===== src/rtl/bus_lsu_if.sv =====
// bus_lsu_if: core request/response channel plus the rd_en/wr_en peripheral bus of the LSU.
// Rev 1.0
`default_nettype none

interface bus_lsu_if;
  logic        req_valid;
  logic        req_ready;
  logic        req_we;
  logic [31:0] req_addr;
  logic [1:0]  req_size;
  logic        req_signed;
  logic [31:0] req_wdata;
  logic        resp_valid;
  logic [31:0] resp_rdata;
  logic        resp_err;
  logic        bus_rd_en;
  logic        bus_wr_en;
  logic [31:0] bus_addr;
  logic [31:0] bus_wr_data;
  logic [31:0] bus_rd_data;
  logic        bus_rd_valid;

  modport master (
    input  req_valid, req_we, req_addr, req_size, req_signed, req_wdata,
    input  bus_rd_data, bus_rd_valid,
    output req_ready, resp_valid, resp_rdata, resp_err,
    output bus_rd_en, bus_wr_en, bus_addr, bus_wr_data
  );

  modport slave (
    output req_valid, req_we, req_addr, req_size, req_signed, req_wdata,
    output bus_rd_data, bus_rd_valid,
    input  req_ready, resp_valid, resp_rdata, resp_err,
    input  bus_rd_en, bus_wr_en, bus_addr, bus_wr_data
  );
endinterface

`default_nettype wire


===== src/rtl/bus_lsu.sv =====
// bus_lsu: load/store unit driving a word-wide rd_en/wr_en bus; sub-word stores use read-modify-write.
// Rev 1.0
`default_nettype none

module bus_lsu #(
  parameter int TIMEOUT = 15
) (
  input  logic       clk,
  input  logic       rst,
  bus_lsu_if.master  lsu
);

  localparam logic [2:0] S_IDLE = 3'd0;
  localparam logic [2:0] S_ERR  = 3'd1;
  localparam logic [2:0] S_RD   = 3'd2;
  localparam logic [2:0] S_WAIT = 3'd3;
  localparam logic [2:0] S_WR   = 3'd4;
  localparam logic [2:0] S_RESP = 3'd5;

  localparam logic [7:0] c_last_wait = 8'(TIMEOUT - 1);

  logic [2:0]  r_state;
  logic [1:0]  r_off;
  logic [1:0]  r_size;
  logic        r_signed;
  logic        r_we;
  logic [31:0] r_wdata;
  logic [7:0]  r_cnt;

  logic        w_misaligned;
  logic [4:0]  w_shift;
  logic [31:0] w_shifted;
  logic [31:0] w_load;
  logic [31:0] w_lane_mask;
  logic [31:0] w_ins;
  logic [31:0] w_merged;

  always_comb begin
    w_misaligned = 1'b0;
    case (lsu.req_size)
      2'd1:    w_misaligned = lsu.req_addr[0];
      2'd2:    w_misaligned = |lsu.req_addr[1:0];
      2'd3:    w_misaligned = 1'b1;
      default: w_misaligned = 1'b0;
    endcase
  end

  assign w_shift   = {r_off, 3'b000};
  assign w_shifted = lsu.bus_rd_data >> w_shift;

  always_comb begin
    w_load = w_shifted;
    case (r_size)
      2'd0:    w_load = {{24{r_signed & w_shifted[7]}}, w_shifted[7:0]};
      2'd1:    w_load = {{16{r_signed & w_shifted[15]}}, w_shifted[15:0]};
      default: w_load = w_shifted;
    endcase
  end

  // Sub-word store: new lane(s) over the word just read back
  assign w_lane_mask = ((r_size == 2'd0) ? 32'h0000_00FF : 32'h0000_FFFF) << w_shift;
  assign w_ins       = ((r_size == 2'd0) ? {24'd0, r_wdata[7:0]} : {16'd0, r_wdata[15:0]}) << w_shift;
  assign w_merged    = (lsu.bus_rd_data & ~w_lane_mask) | (w_ins & w_lane_mask);

  always_ff @(posedge clk) begin
    if (rst) begin
      r_state         <= S_IDLE;
      r_off           <= 2'd0;
      r_size          <= 2'd0;
      r_signed        <= 1'b0;
      r_we            <= 1'b0;
      r_wdata         <= 32'd0;
      r_cnt           <= 8'd0;
      lsu.req_ready   <= 1'b1;
      lsu.resp_valid  <= 1'b0;
      lsu.resp_rdata  <= 32'd0;
      lsu.resp_err    <= 1'b0;
      lsu.bus_rd_en   <= 1'b0;
      lsu.bus_wr_en   <= 1'b0;
      lsu.bus_addr    <= 32'd0;
      lsu.bus_wr_data <= 32'd0;
    end else begin
      case (r_state)
        S_IDLE: begin
          if (lsu.req_valid) begin
            r_off         <= lsu.req_addr[1:0];
            r_size        <= lsu.req_size;
            r_signed      <= lsu.req_signed;
            r_we          <= lsu.req_we;
            r_wdata       <= lsu.req_wdata;
            lsu.req_ready <= 1'b0;
            lsu.bus_addr  <= {lsu.req_addr[31:2], 2'b00};
            if (w_misaligned) begin
              r_state        <= S_ERR;
              lsu.resp_valid <= 1'b1;
              lsu.resp_err   <= 1'b1;
              lsu.resp_rdata <= 32'd0;
            end else if (lsu.req_we && (lsu.req_size == 2'd2)) begin
              r_state         <= S_WR;
              lsu.bus_wr_en   <= 1'b1;
              lsu.bus_wr_data <= lsu.req_wdata;
            end else begin
              r_state       <= S_RD;
              lsu.bus_rd_en <= 1'b1;
            end
          end
        end
        S_RD: begin
          lsu.bus_rd_en <= 1'b0;
          r_cnt         <= 8'd0;
          r_state       <= S_WAIT;
        end
        S_WAIT: begin
          if (lsu.bus_rd_valid) begin
            if (r_we) begin
              r_state         <= S_WR;
              lsu.bus_wr_en   <= 1'b1;
              lsu.bus_wr_data <= w_merged;
            end else begin
              r_state        <= S_RESP;
              lsu.resp_valid <= 1'b1;
              lsu.resp_err   <= 1'b0;
              lsu.resp_rdata <= w_load;
            end
          end else if (r_cnt == c_last_wait) begin
            // Timed out: a pending store is dropped without a write
            r_state        <= S_RESP;
            lsu.resp_valid <= 1'b1;
            lsu.resp_err   <= 1'b1;
            lsu.resp_rdata <= 32'd0;
          end else begin
            r_cnt <= r_cnt + 8'd1;
          end
        end
        S_WR: begin
          lsu.bus_wr_en   <= 1'b0;
          lsu.bus_wr_data <= 32'd0;
          lsu.resp_valid  <= 1'b1;
          lsu.resp_err    <= 1'b0;
          lsu.resp_rdata  <= 32'd0;
          r_state         <= S_RESP;
        end
        S_ERR, S_RESP: begin
          lsu.resp_valid <= 1'b0;
          lsu.req_ready  <= 1'b1;
          lsu.bus_addr   <= 32'd0;
          r_state        <= S_IDLE;
        end
        default: r_state <= S_IDLE;
      endcase
    end
  end

endmodule

`default_nettype wire


===== src/flat_wrapper.sv =====
// flat-port wrapper written by rule: the top's interface ports become plain ports
module bus_lsu_flat 
#(
  parameter int TIMEOUT = 15
)
  (clk, rst, lsu_req_valid, lsu_req_we, lsu_req_addr, lsu_req_size, lsu_req_signed, lsu_req_wdata, lsu_bus_rd_data, lsu_bus_rd_valid, lsu_req_ready, lsu_resp_valid, lsu_resp_rdata, lsu_resp_err, lsu_bus_rd_en, lsu_bus_wr_en, lsu_bus_addr, lsu_bus_wr_data);
  bus_lsu_if lsu_i ();
  input  logic clk;
  input  logic rst;
  input wire logic [$bits(lsu_i.req_valid)-1:0] lsu_req_valid;
  input wire logic [$bits(lsu_i.req_we)-1:0] lsu_req_we;
  input wire logic [$bits(lsu_i.req_addr)-1:0] lsu_req_addr;
  input wire logic [$bits(lsu_i.req_size)-1:0] lsu_req_size;
  input wire logic [$bits(lsu_i.req_signed)-1:0] lsu_req_signed;
  input wire logic [$bits(lsu_i.req_wdata)-1:0] lsu_req_wdata;
  input wire logic [$bits(lsu_i.bus_rd_data)-1:0] lsu_bus_rd_data;
  input wire logic [$bits(lsu_i.bus_rd_valid)-1:0] lsu_bus_rd_valid;
  output wire logic [$bits(lsu_i.req_ready)-1:0] lsu_req_ready;
  output wire logic [$bits(lsu_i.resp_valid)-1:0] lsu_resp_valid;
  output wire logic [$bits(lsu_i.resp_rdata)-1:0] lsu_resp_rdata;
  output wire logic [$bits(lsu_i.resp_err)-1:0] lsu_resp_err;
  output wire logic [$bits(lsu_i.bus_rd_en)-1:0] lsu_bus_rd_en;
  output wire logic [$bits(lsu_i.bus_wr_en)-1:0] lsu_bus_wr_en;
  output wire logic [$bits(lsu_i.bus_addr)-1:0] lsu_bus_addr;
  output wire logic [$bits(lsu_i.bus_wr_data)-1:0] lsu_bus_wr_data;
  assign lsu_i.req_valid = lsu_req_valid;
  assign lsu_i.req_we = lsu_req_we;
  assign lsu_i.req_addr = lsu_req_addr;
  assign lsu_i.req_size = lsu_req_size;
  assign lsu_i.req_signed = lsu_req_signed;
  assign lsu_i.req_wdata = lsu_req_wdata;
  assign lsu_i.bus_rd_data = lsu_bus_rd_data;
  assign lsu_i.bus_rd_valid = lsu_bus_rd_valid;
  assign lsu_req_ready = lsu_i.req_ready;
  assign lsu_resp_valid = lsu_i.resp_valid;
  assign lsu_resp_rdata = lsu_i.resp_rdata;
  assign lsu_resp_err = lsu_i.resp_err;
  assign lsu_bus_rd_en = lsu_i.bus_rd_en;
  assign lsu_bus_wr_en = lsu_i.bus_wr_en;
  assign lsu_bus_addr = lsu_i.bus_addr;
  assign lsu_bus_wr_data = lsu_i.bus_wr_data;
  bus_lsu #(.TIMEOUT(TIMEOUT)) u_core (.clk(clk), .rst(rst), .lsu(lsu_i));
endmodule

===== config.mk =====
export PLATFORM = sky130hd
export DESIGN_NAME = bus_lsu_flat
export DESIGN_NICKNAME = d
export VERILOG_FILES = /design/src/rtl/bus_lsu_if.sv /design/src/rtl/bus_lsu.sv /design/src/flat_wrapper.sv
export SDC_FILE = /design/constraint.sdc
export NUM_CORES = 1
export LEC_CHECK = 0
export CORE_MARGIN = 2
export CORE_UTILIZATION = 43
export DETAILED_ROUTE_END_ITERATION = 8
export GPL_ROUTABILITY_DRIVEN = 0
export PLACE_DENSITY = 0.74
export SYNTH_ARGS = -nofsm -noshare
export SYNTH_HDL_FRONTEND = slang
export SYNTH_SLANG_ARGS = --single-unit
export TNS_END_PERCENT = 20

===== constraint.sdc =====
create_clock -name clk -period 2.55 [get_ports clk]
set_clock_uncertainty 0.15 [all_clocks]
set_input_delay 0.765 -clock clk [delete_from_list [all_inputs] [get_ports clk]]
set_output_delay 0.765 -clock clk [all_outputs]
set_load 0.005 [all_outputs]

-- Yosys cells after proc, flatten, opt, wreduce, memory -nomap -nowiden
Cells that the tools add are included.
- register bits after elaboration: 134
- input bits: 104
- output and inout port bits: 101
- add/sub/neg operators: 1
- eq/ne operators: 21
- shifts and indexed selects: 3
- muxes and demuxes: 49
- bitwise gates (word level): 6
- reductions and logical operators: 18
- operators with widths (operator ; number):
    $mux 32 ; 11
    $pmux 32 s3 ; 2
    $pmux 32 s2 ; 2
    $and 32x32->32 ; 2
    $shl 32x5->32 ; 2
    $mux 16 ; 2
    $not 32->32 ; 1
    $or 32x32->32 ; 1
    $shr 32x5->32 ; 1
    $mux 1 ; 17
    $mux 8 ; 2
    $pmux 8 s2 ; 1
    $mux 3 ; 5
    $ne 2x2->1 const B ; 6
    $pmux 3 s4 ; 1
    $reduce_and 5->1 ; 2
    $pmux 1 s3 ; 3
    $add 8x1->8 const B ; 1
    $eq 8x4->1 const B ; 1
    $eq 3x2->1 const B ; 2
    $eq 3x3->1 const B ; 2
    $ne 2x1->1 const B ; 3
    $reduce_and 2->1 ; 3
    $reduce_and 6->1 ; 1
    17 further kinds ; 24

-- Depth between registers and ports, before layout
Gate-level depths: netlist of the first run.
- word-level depth: 9
- gate-level depth with buffers: 8

-- Least setup slack after synthesis of the first run
Ideal clock, no wire load.
- path type: input -> register
- start point: in lsu_bus_rd_valid
- end point: reg u_core.lsu.resp_rdata[18]
- setup time: 0.106 ns
- arrival: 2.068 ns
- required time: 2.294 ns
- path slack: 0.226 ns
- cell stages on the path: 5
- path buffers: 1
- cells stage by stage: clkbuf_1 > nand4b_1 > a211oi_2 > nand3_1 > o311ai_0
- word-level cells in the longest chain between the ends: 2
- elaborated cells on any way between the ends: 5
- classes of those cells: 2 x eq/ne; 2 x mux; 1 x reduce/logical
- RTL lines (item ; line ; text):
    start, declared ; flat_wrapper.sv:17 ; input wire logic [$bits(lsu_i.bus_rd_valid)-1:0] lsu_bus_rd_valid;
    $ne 3x3->1 (no source line) (tied with other cells) ; - ;
    $reduce_and 5->1 (no source line) or $pmux 32 s3 (tied branches) ; - ;
    end signal, assigned ; bus_lsu.sv:123 ; lsu.resp_rdata <= w_load;
    end, declared ; bus_lsu_if.sv:26 ; output req_ready, resp_valid, resp_rdata, resp_err,
Several ways; a longest one is shown, not always the timed one.
A chain may end at the register's enable or synchronous reset.

-- Worst setup path after layout of the first run
- start point: in lsu_req_valid
- end point: reg u_core.lsu.bus_wr_data[28]
- word-level cells in the longest chain between the ends: 2
- RTL lines (item ; line ; text):
    start, declared ; flat_wrapper.sv:10 ; input wire logic [$bits(lsu_i.req_valid)-1:0] lsu_req_valid;
    $ne 2x2->1 (no source line) ; - ;
    $reduce_and 6->1 (no source line) ; - ;
    end signal, assigned ; bus_lsu.sv:101 ; lsu.bus_wr_data <= lsu.req_wdata;
    end signal, assigned ; bus_lsu.sv:118 ; lsu.bus_wr_data <= w_merged;
    end, declared ; bus_lsu_if.sv:27 ; output bus_rd_en, bus_wr_en, bus_addr, bus_wr_data
No other way between the ends.

==> results_dict.tcl, run 1 <==
set metrics [dict create \
    avgSynthCellArea_um2 8.66 \
    timing.final.hold_violations 0 \
    layout_commonest_cell "clkdlybuf4s50_1" \
    drt_iter0_drc 442 \
    cp_slowest_stage_delay_ns 0.47 \
    grt_pass1_vias 6300 \
    hold_depth 1 \
    critPathBufInv 2 \
    synth-simple-area-share 0.187 \
    r2r_slack_ns 0.31 \
    post_cts.repair.setup_buffers 0 \
    regArea_mm2 0.00264 \
    max-cap-violations 0 \
    holdCritStartpoint "u_core.lsu.req_ready$_SDFFE_PP1P_" \
    synth_edf_count 0 \
    syn_area_mm2 0.00674 \
    wl_mm 21.7 \
    synthCells 778 \
    dieWidth_um 129 \
    overflow 0 \
    fin_nets 1086 \
    power.total_mw 6.14 \
    cp-end-kind "flip-flop" \
    area_growth_pct 46.0 \
    port_buffers 202 \
    htree_levels 4 \
    crit_required_ns 2.68 \
    insertion_delay_ns 0.42 \
    diodes 0 \
    path_delay_family "simple AND/OR/NAND/NOR gates" \
    cts_made_buffers 17 \
    hold_ws_ns 0.301 \
    synthXorXnorAreaFrac 0.00390 \
    dieHeight_um 129 \
    p_leak_nw 3.44 \
    status "finished, final reports clean" \
    fmax_mhz 427 \
    start_util 0.441 \
    ant_nets 0 \
    layout_common_cells "201 x clkdlybuf4s50_1, 131 x dfxtp_1, 112 x nand2_1" \
    wire_per_inst_um 18.0 \
    rsz0062_at_grt "no" \
    r2r_cells 3 \
    cp_max_fo 32 \
    core_mm2 0.0153 \
    critical_path_class "input port to flip-flop" \
    ctsRootBufferMaster "clkbuf_16" \
    die_area_mm2 0.0167 \
    synth-seq-cells 132 \
    drive_gt1_frac 0.154 \
    fill_cells 1246 \
    min_path_type "flip-flop to flip-flop" \
    max_slew.worst_pin.slew_ns 1.09 \
    ys_seq_area_frac 0.392 \
    viasPerCell 5.63 \
    start_kind "input port" \
    async_flop_share 0 \
    cts_resized 0 \
    dpl.hpwl_mm 15.7 \
    drt_pass1_iterations 5 \
    p_per_area_mw_per_mm2 625 \
    timing.rr.start "u_core.r_off[0]$_SDFFE_PP0P_" \
    yosysWarnings 0 \
    slew_headroom 0.271 \
    rr_endpoint "u_core.lsu.bus_wr_data[30]$_SDFFE_PP0P_" \
    synth_top_family_by_area "compound AO/OA/AOI/OAI gates" \
    grt_pass1_wl_mm 33.6 \
    clockBufferDepth 2 \
    grt_max_degree 96 \
    row_count 45 \
    route.detailed.drc 0 \
    hold_end "u_core.lsu.req_ready$_SDFFE_PP1P_" \
    critPathSlowestCell "clkdlybuf4s50_1" \
    antenna_found_initial 0 \
    multi_input_area_mm2 0.00367 \
    grt_usage 0.256 \
    synth_fa_ha_area_frac 0.00372 \
    vias 6778 \
    synth_compound_area_frac 0.289 \
    fin_util 0.645 \
    peakVddDrop_v 0.000536 \
    maxSlewViolCount 0 \
    finalSetupViolCount 0 \
    path_cells "clkdlybuf4s50_1 -> or3b_1 -> nor4_4 -> or2_1 -> buf_12 -> a311oi_2" \
    fin_crit_sh 0.918 \
    ys.flop_type "dfxtp_1" \
    cts_tree "yes" \
    yosysUniqueCellTypes 65 \
    clk_pin_slew_worst_paths_ns 0.06 \
    cp.arrival_ns 2.47 \
    hold_buffers 0 \
    clock-sinks 132 \
    design.portCount 205 \
    synth_mux_area_frac 0.0596 \
    min_period_ns 2.34 \
]
cell usage after synthesis, types with 20 or more instances:
library cell  instances  area, um^2
dfxtp_1             132        2640
nand2_1             112         420
nor2_1               46         173
clkbuf_1             40         150
a21oi_1              37         185
nor3_1               37         185
a22oi_1              34         255
nand2b_1             27         169
o211ai_1             25         188
inv_1                24        90.1
mux2_2               23         259
a311oi_2             22         330
o21ai_0              22         110
buf_2                20         100
area by class of cell:
type,instances,share of cell area
Clock inverter,12,0.0202
Timing Repair Buffer,256,0.255
Sequential cell,132,0.269
Tap cell,211,0.0268
Clock buffer,20,0.0464
Inverter,24,0.00916
Multi-Input combinational cell,549,0.373
power by group:
group / total (mW) / internal (mW) / switching, mW
clock network: 2.73 / 1.79 / 0.939
logic: 1.17 / 0.581 / 0.585
registers: 2.25 / 2.17 / 0.0795
total: 6.14 / 4.54 / 1.60
stage by stage:
step / std cells / setup WS, ns / area [um^2] / TNS, ns
3_3_place_gp: 1172 / -0.189 / 9180 / -8.64
5_1_grt: 1204 / 0.119 / 9830 / 0
2_1_floorplan: 779 / 0.226 / 6740 / 0
4_1_cts: 1204 / 0.222 / 9830 / 0
6_report: 1204 / 0.209 / 9830 / 0
3_5_place_dp: 1172 / -0.208 / 9180 / -9.60
state kept, by name, summed over array words and instances, names as in the netlist, 2 cells and up:
register	cells
u_core.r_off	2
u_core.r_cnt	8
u_core.r_wdata	16
u_core.r_state	3
u_core.r_size	2
u_core.lsu.resp_rdata	32
u_core.lsu.bus_wr_data	32
u_core.lsu.bus_addr	30
layer usage:
| metal | part of all wire | GRT usage | vias up |
|---|---|---|---|
| li1 | - | - | 3257 |
| met1 | 0.41 | 0.323 | 3200 |
| met2 | 0.48 | 0.423 | 279 |
| met3 | 0.074 | 0.0623 | 42 |
| met4 | 0.032 | 0.101 | 0 |
| met5 | 0 | 0 | - |
cells by family (layout without fill, tap and decap cells):
logic type | count (synthesis) | after routing
AOI/OAI and AO/OA | 245 | 245
other | 1 | 2
xor gates and xnor gates | 3 | 3
and+or+nand+nor | 261 | 261
adders and majority gates | 2 | 2
muxes | 36 | 36
DFF | 132 | 132
buffers and inverters | 98 | 312
worst max path at each step:
stage | start | endpoint | slack [ns] | cells past startpoint
floorplan | lsu_bus_rd_valid | u_core.lsu.resp_rdata[18]$_SDFFE_PP0P_ | 0.23 | 5
global placement | lsu_req_valid | u_core.lsu.bus_wr_data[30]$_SDFFE_PP0P_ | -0.19 | 6
detailed placement | lsu_req_valid | u_core.lsu.bus_wr_data[16]$_SDFFE_PP0P_ | -0.21 | 6
CTS | lsu_req_valid | u_core.lsu.bus_wr_data[28]$_SDFFE_PP0P_ | 0.22 | 6
global route | lsu_req_size[1] | u_core.lsu.resp_rdata[27]$_SDFFE_PP0P_ | 0.12 | 8
finish | lsu_req_valid | u_core.lsu.bus_wr_data[28]$_SDFFE_PP0P_ | 0.21 | 6
(Power assumes the default switching activity.)
==> run 2, diff against run 1 <==
- RECOVER_POWER: not set -> 50
==> run 2 against run 1 <==
  * Clock power barely moved
  * Combinational power barely moved
  * Routed wire length barely moved
  * Register-to-register slack barely moved
  * Via count rose by 0.50%
  * Utilization fell by 0.23 points
  * Die area did not move
  * Critical path type unchanged
  * Largest cell class unchanged
  * Highest routed layer unchanged
==> results_dict.tcl, run 2 (synthesis results as in run 1) <==
set metrics [dict create \
    drt_pass1_iterations 5 \
    drive_gt1_frac 0.151 \
    wl_mm 21.7 \
    design.portCount 205 \
    multi_input_area_mm2 0.00366 \
    die_area_mm2 0.0167 \
    p_clk_frac 0.446 \
    ctsRootBufferMaster "clkbuf_16" \
    top_regs "u_core.lsu.bus_wr_data: 32 flops, u_core.lsu.resp_rdata: 32 flops, u_core.lsu.bus_addr: 30 flops" \
    vias 6812 \
    dieWidth_um 129 \
    use_met3 0.0623 \
    fin_nets 1086 \
    min_path_type "flip-flop to flip-flop" \
    ant_nets 0 \
    max_slew.worst_pin.slew_ns 1.08 \
    layout_common_cells "150 x clkdlybuf4s50_1, 131 x dfxtp_1, 112 x nand2_1" \
    post_cts.repair.setup_buffers 0 \
    p_per_area_mw_per_mm2 624 \
    drt_iter0_drc 460 \
    fmax_mhz 426 \
    cp_max_fo 29 \
    core_mm2 0.0153 \
    switching_power_mw 1.60 \
    hold_buffers 0 \
    tns_ns 0 \
    cts_resized 0 \
    cts_tree "yes" \
    grt_max_degree 96 \
    hold_ws_ns 0.301 \
    area_growth_pct 45.5 \
    peakVddDrop_v 0.000534 \
    max-cap-violations 0 \
    start_util 0.441 \
    min_period_ns 2.35 \
    grt_usage 0.256 \
    grt_use_met1 0.323 \
    crit_required_ns 2.70 \
    switching_share 0.262 \
    grt_pass1_wl_mm 33.6 \
    slew_headroom 0.277 \
    antenna_found_initial 0 \
    clk_pin_slew_worst_paths_ns 0.06 \
    overflow 0 \
    critical_path_class "input port to flip-flop" \
    fin_crit_sh 0.920 \
    placed_cells 1172 \
    port_buffers 202 \
    insertion_delay_ns 0.42 \
    rsz0062_at_grt "no" \
    row_count 45 \
    clock-sinks 132 \
    power_frac_comb 0.187 \
    status "finished, final reports clean" \
    intPower_mw 4.52 \
    wire_per_inst_um 18.0 \
    dieHeight_um 129 \
    critPathSlowestCell "dlygate4sd3_1" \
    clockBufferDepth 2 \
    cts_made_buffers 17 \
    p_leak_nw 3.58 \
    finalSetupViolCount 0 \
    dpl.hpwl_mm 15.7 \
    cp_slowest_stage_delay_ns 0.73 \
    diodes 0 \
    timing.final.hold_violations 0 \
    htree_levels 4 \
    path_delay_family "buffers and inverters" \
    layout_commonest_cell "clkdlybuf4s50_1" \
    cp-end-kind "flip-flop" \
    cp.arrival_ns 2.49 \
    power_frac_seq 0.367 \
    viasPerCell 5.66 \
    grt-busiest-layer "met2" \
    regArea_mm2 0.00264 \
    use_met2 0.423 \
    path_cells "dlygate4sd3_1 -> a21oi_1 -> a221oi_2 -> buf_12 -> buf_4 -> o21ai_0" \
    fill_cells 1250 \
    final_cells 1204 \
    start_kind "input port" \
    critPathBufInv 3 \
    maxSlewViolCount 0 \
    route.detailed.drc 0 \
    grt_pass1_vias 6300 \
]
-- run 2: cell count changes in the layout (fill, tap and decap cells not counted), sizes merged --
| cell | delta |
|---|---|
| dlygate4sd3 | +51 |
| clkbuf | +5 |
| clkdlybuf4s50 | -51 |
| buf | -5 |
-- run 2: power groups by stage --
stage	Sequential (mW)	Clock, mW	Combinational [mW]
3_5_place_dp	2.29	0	1.16
2_1_floorplan	2.27	0	0.611
4_1_cts	2.25	2.76	1.16
6_report	2.25	2.73	1.14
5_1_grt	2.26	2.85	1.23
3_3_place_gp	2.29	0	1.15
-- run 2: area by class of cell --
cell class,instances,area share
Inverter,24,0.00919
Clock buffer,20,0.0466
Timing Repair Buffer,256,0.254
Multi-Input combinational cell,549,0.373
Clock inverter,12,0.0203
Tap cell,211,0.0269
Sequential cell,132,0.270
-- run 2: worst min-delay path, stage by stage, from the launching register on --
cell     delay [ns]
dfxtp_1        0.30
nand2_1        0.05
a21oi_1        0.05
-- run 2: layer usage --
layer	part of all wire	vias to the layer above
li1	-	3259
met4	0.034	0
met3	0.072	46
met1	0.42	3221
met5	0	-
met2	0.48	286
-- run 2: worst paths after layout --
kind,start,end,slack [ns],depth (start not counted)
max,lsu_bus_rd_valid,u_core.lsu.resp_rdata[28]$_SDFFE_PP0P_,0.20,6
min,u_core.lsu.bus_addr[29]$_SDFFE_PP0P_,u_core.lsu.bus_addr[29]$_SDFFE_PP0P_,0.30,2
max reg2reg,u_core.r_off[0]$_SDFFE_PP0P_,u_core.lsu.bus_wr_data[30]$_SDFFE_PP0P_,0.32,3
min reg2reg,u_core.lsu.bus_addr[29]$_SDFFE_PP0P_,u_core.lsu.bus_addr[29]$_SDFFE_PP0P_,0.30,2
-- run 2: metrics by stage --
stage	utilization	worst slack [ns]	area, um^2	power [mW]
final	0.642	0.204	9800	6.12
after global routing	0.642	0.119	9800	6.34
after CTS	0.645	0.222	9830	6.17
after detailed placement	0.602	-0.208	9180	3.44
after global placement	0.602	-0.189	9180	3.43
after floorplan	-	0.226	6740	2.88
==> run 3, diff against run 2 <==
- MAX_ROUTING_LAYER: not set -> met4
==> run 3 against run 2 <==
  * Combinational power hardly changed
  * Largest cell class unchanged
  * Highest routed layer unchanged
  * Final area unchanged
  * Die area is the same
==> results_dict.tcl, run 3 (synthesis results as in run 1) <==
set metrics [dict create \
    htree_levels 4 \
    insertion_delay_ns 0.42 \
    dieWidth_um 129 \
    grt_pass1_wl_mm 33.5 \
    ant_nets 0 \
    crit_required_ns 2.70 \
    min_period_ns 2.37 \
    viasPerCell 5.60 \
    dieHeight_um 129 \
    grt_usage 0.264 \
    max_slew.worst_pin.slew_ns 1.07 \
    die_area_mm2 0.0167 \
    critPathSlowestCell "dlygate4sd3_1" \
    clk_pin_slew_worst_paths_ns 0.06 \
    cp_slowest_stage_delay_ns 0.74 \
    drt_iter0_drc 482 \
    dpl.hpwl_mm 15.7 \
    vias 6740 \
    timing.final.hold_violations 0 \
    cp.arrival_ns 2.52 \
    post_cts.repair.setup_buffers 0 \
    min_path_type "flip-flop to flip-flop" \
    row_count 45 \
    grt_pass1_vias 6305 \
    cp_max_fo 29 \
    dpl_worst_slack_ns -0.208 \
    path_cells "dlygate4sd3_1 -> a21oi_1 -> a221oi_2 -> buf_12 -> buf_4 -> o21ai_0" \
    hold_depth 2 \
    cp-end-kind "flip-flop" \
    path_delay_family "buffers and inverters" \
    drive_gt1_frac 0.151 \
    p_leak_nw 3.58 \
    r2r_cells 3 \
    diodes 0 \
    drt_pass1_iterations 5 \
    layout_commonest_cell "clkdlybuf4s50_1" \
    slew_headroom 0.282 \
    overflow 0 \
    fmax_mhz 422 \
    ctsRootBufferMaster "clkbuf_16" \
    cts_resized 0 \
    fin_crit_sh 0.930 \
    status "finished, final reports clean" \
    cts_tree "yes" \
    peakVddDrop_v 0.000533 \
    critical_path_class "input port to flip-flop" \
    cts_made_buffers 17 \
    port_buffers 202 \
    start_util 0.441 \
    start_kind "input port" \
    core_mm2 0.0153 \
    fin_util 0.642 \
    critPathBufInv 3 \
    area_growth_pct 45.5 \
    wl_mm 21.7 \
    design.portCount 205 \
    layout_common_cells "150 x clkdlybuf4s50_1, 131 x dfxtp_1, 112 x nand2_1" \
    tns_ns 0 \
    maxSlewViolCount 0 \
    rsz0062_at_grt "no" \
    hold_buffers 0 \
    clockBufferDepth 2 \
    crit_cells 6 \
    placed_cells 1172 \
    fin_nets 1086 \
    p_per_area_mw_per_mm2 624 \
    wire_per_inst_um 18.0 \
    final_cells 1204 \
    antenna_found_initial 0 \
    top_regs "u_core.lsu.bus_wr_data: 32 flops, u_core.lsu.resp_rdata: 32 flops, u_core.lsu.bus_addr: 30 flops" \
    route.detailed.drc 0 \
    finalSetupViolCount 0 \
    clock-sinks 132 \
    max-cap-violations 0 \
    grt_max_degree 96 \
    worst_slack_ns 0.180 \
]
run 3: cell counts in the layout (fill, tap and decap cells not counted):
Identical to the previous run, type by type.
run 3: per-layer routing:
metal  GRT usage  vias to the layer above  wire length, um
li1            -                     3260                -
met2       0.424                      282            10300
met5           -                        -                0
met1       0.324                     3151             9280
met4      0.0991                        0              690
met3      0.0590                       47             1390
run 3: final cells by class:
| class | count | area, um^2 |
|---|---|---|
| flip-flops and latches | 132 | 2640 |
| multi-input cells | 549 | 3660 |
| clock buffers | 20 | 457 |
| inverters | 24 | 90.1 |
| fillers | 1250 | 5460 |
| repair buffers | 256 | 2490 |
| well taps | 211 | 264 |
| clock inverters | 12 | 199 |
run 3: worst reg2reg max path, cell delays in order, from the launching register on:
cell      delay, ns
dfxtp_2        0.43
o31ai_2        0.95
o211ai_1       0.31
a311oi_2       0.30
run 3: path summary, 6_finish.rpt:
kind / start / endpoint / slack (ns)
worst max-delay path: lsu_bus_rd_valid / u_core.lsu.resp_rdata[28]$_SDFFE_PP0P_ / 0.18
worst min-delay path: u_core.lsu.bus_addr[29]$_SDFFE_PP0P_ / u_core.lsu.bus_addr[29]$_SDFFE_PP0P_ / 0.30
worst max register to register: u_core.r_off[0]$_SDFFE_PP0P_ / u_core.lsu.bus_wr_data[30]$_SDFFE_PP0P_ / 0.33
worst min register to register: u_core.lsu.bus_addr[29]$_SDFFE_PP0P_ / u_core.lsu.bus_addr[29]$_SDFFE_PP0P_ / 0.30
run 3: per-stage QoR:
step           hold WS (ns)  cell area (um^2)  power, mW
4_1_cts               0.304              9830       6.17
2_1_floorplan         0.286              6740       2.88
5_1_grt               0.326              9800       6.34
3_3_place_gp          0.283              9180       3.43
3_5_place_dp          0.290              9180       3.44
6_report              0.301              9800       6.11
run 3: report_power, final:
| part | switching [mW] | internal [mW] |
|---|---|---|
| logic | 0.584 | 0.558 |
| clock network | 0.937 | 1.79 |
| registers | 0.0773 | 2.17 |
| total | 1.60 | 4.52 |
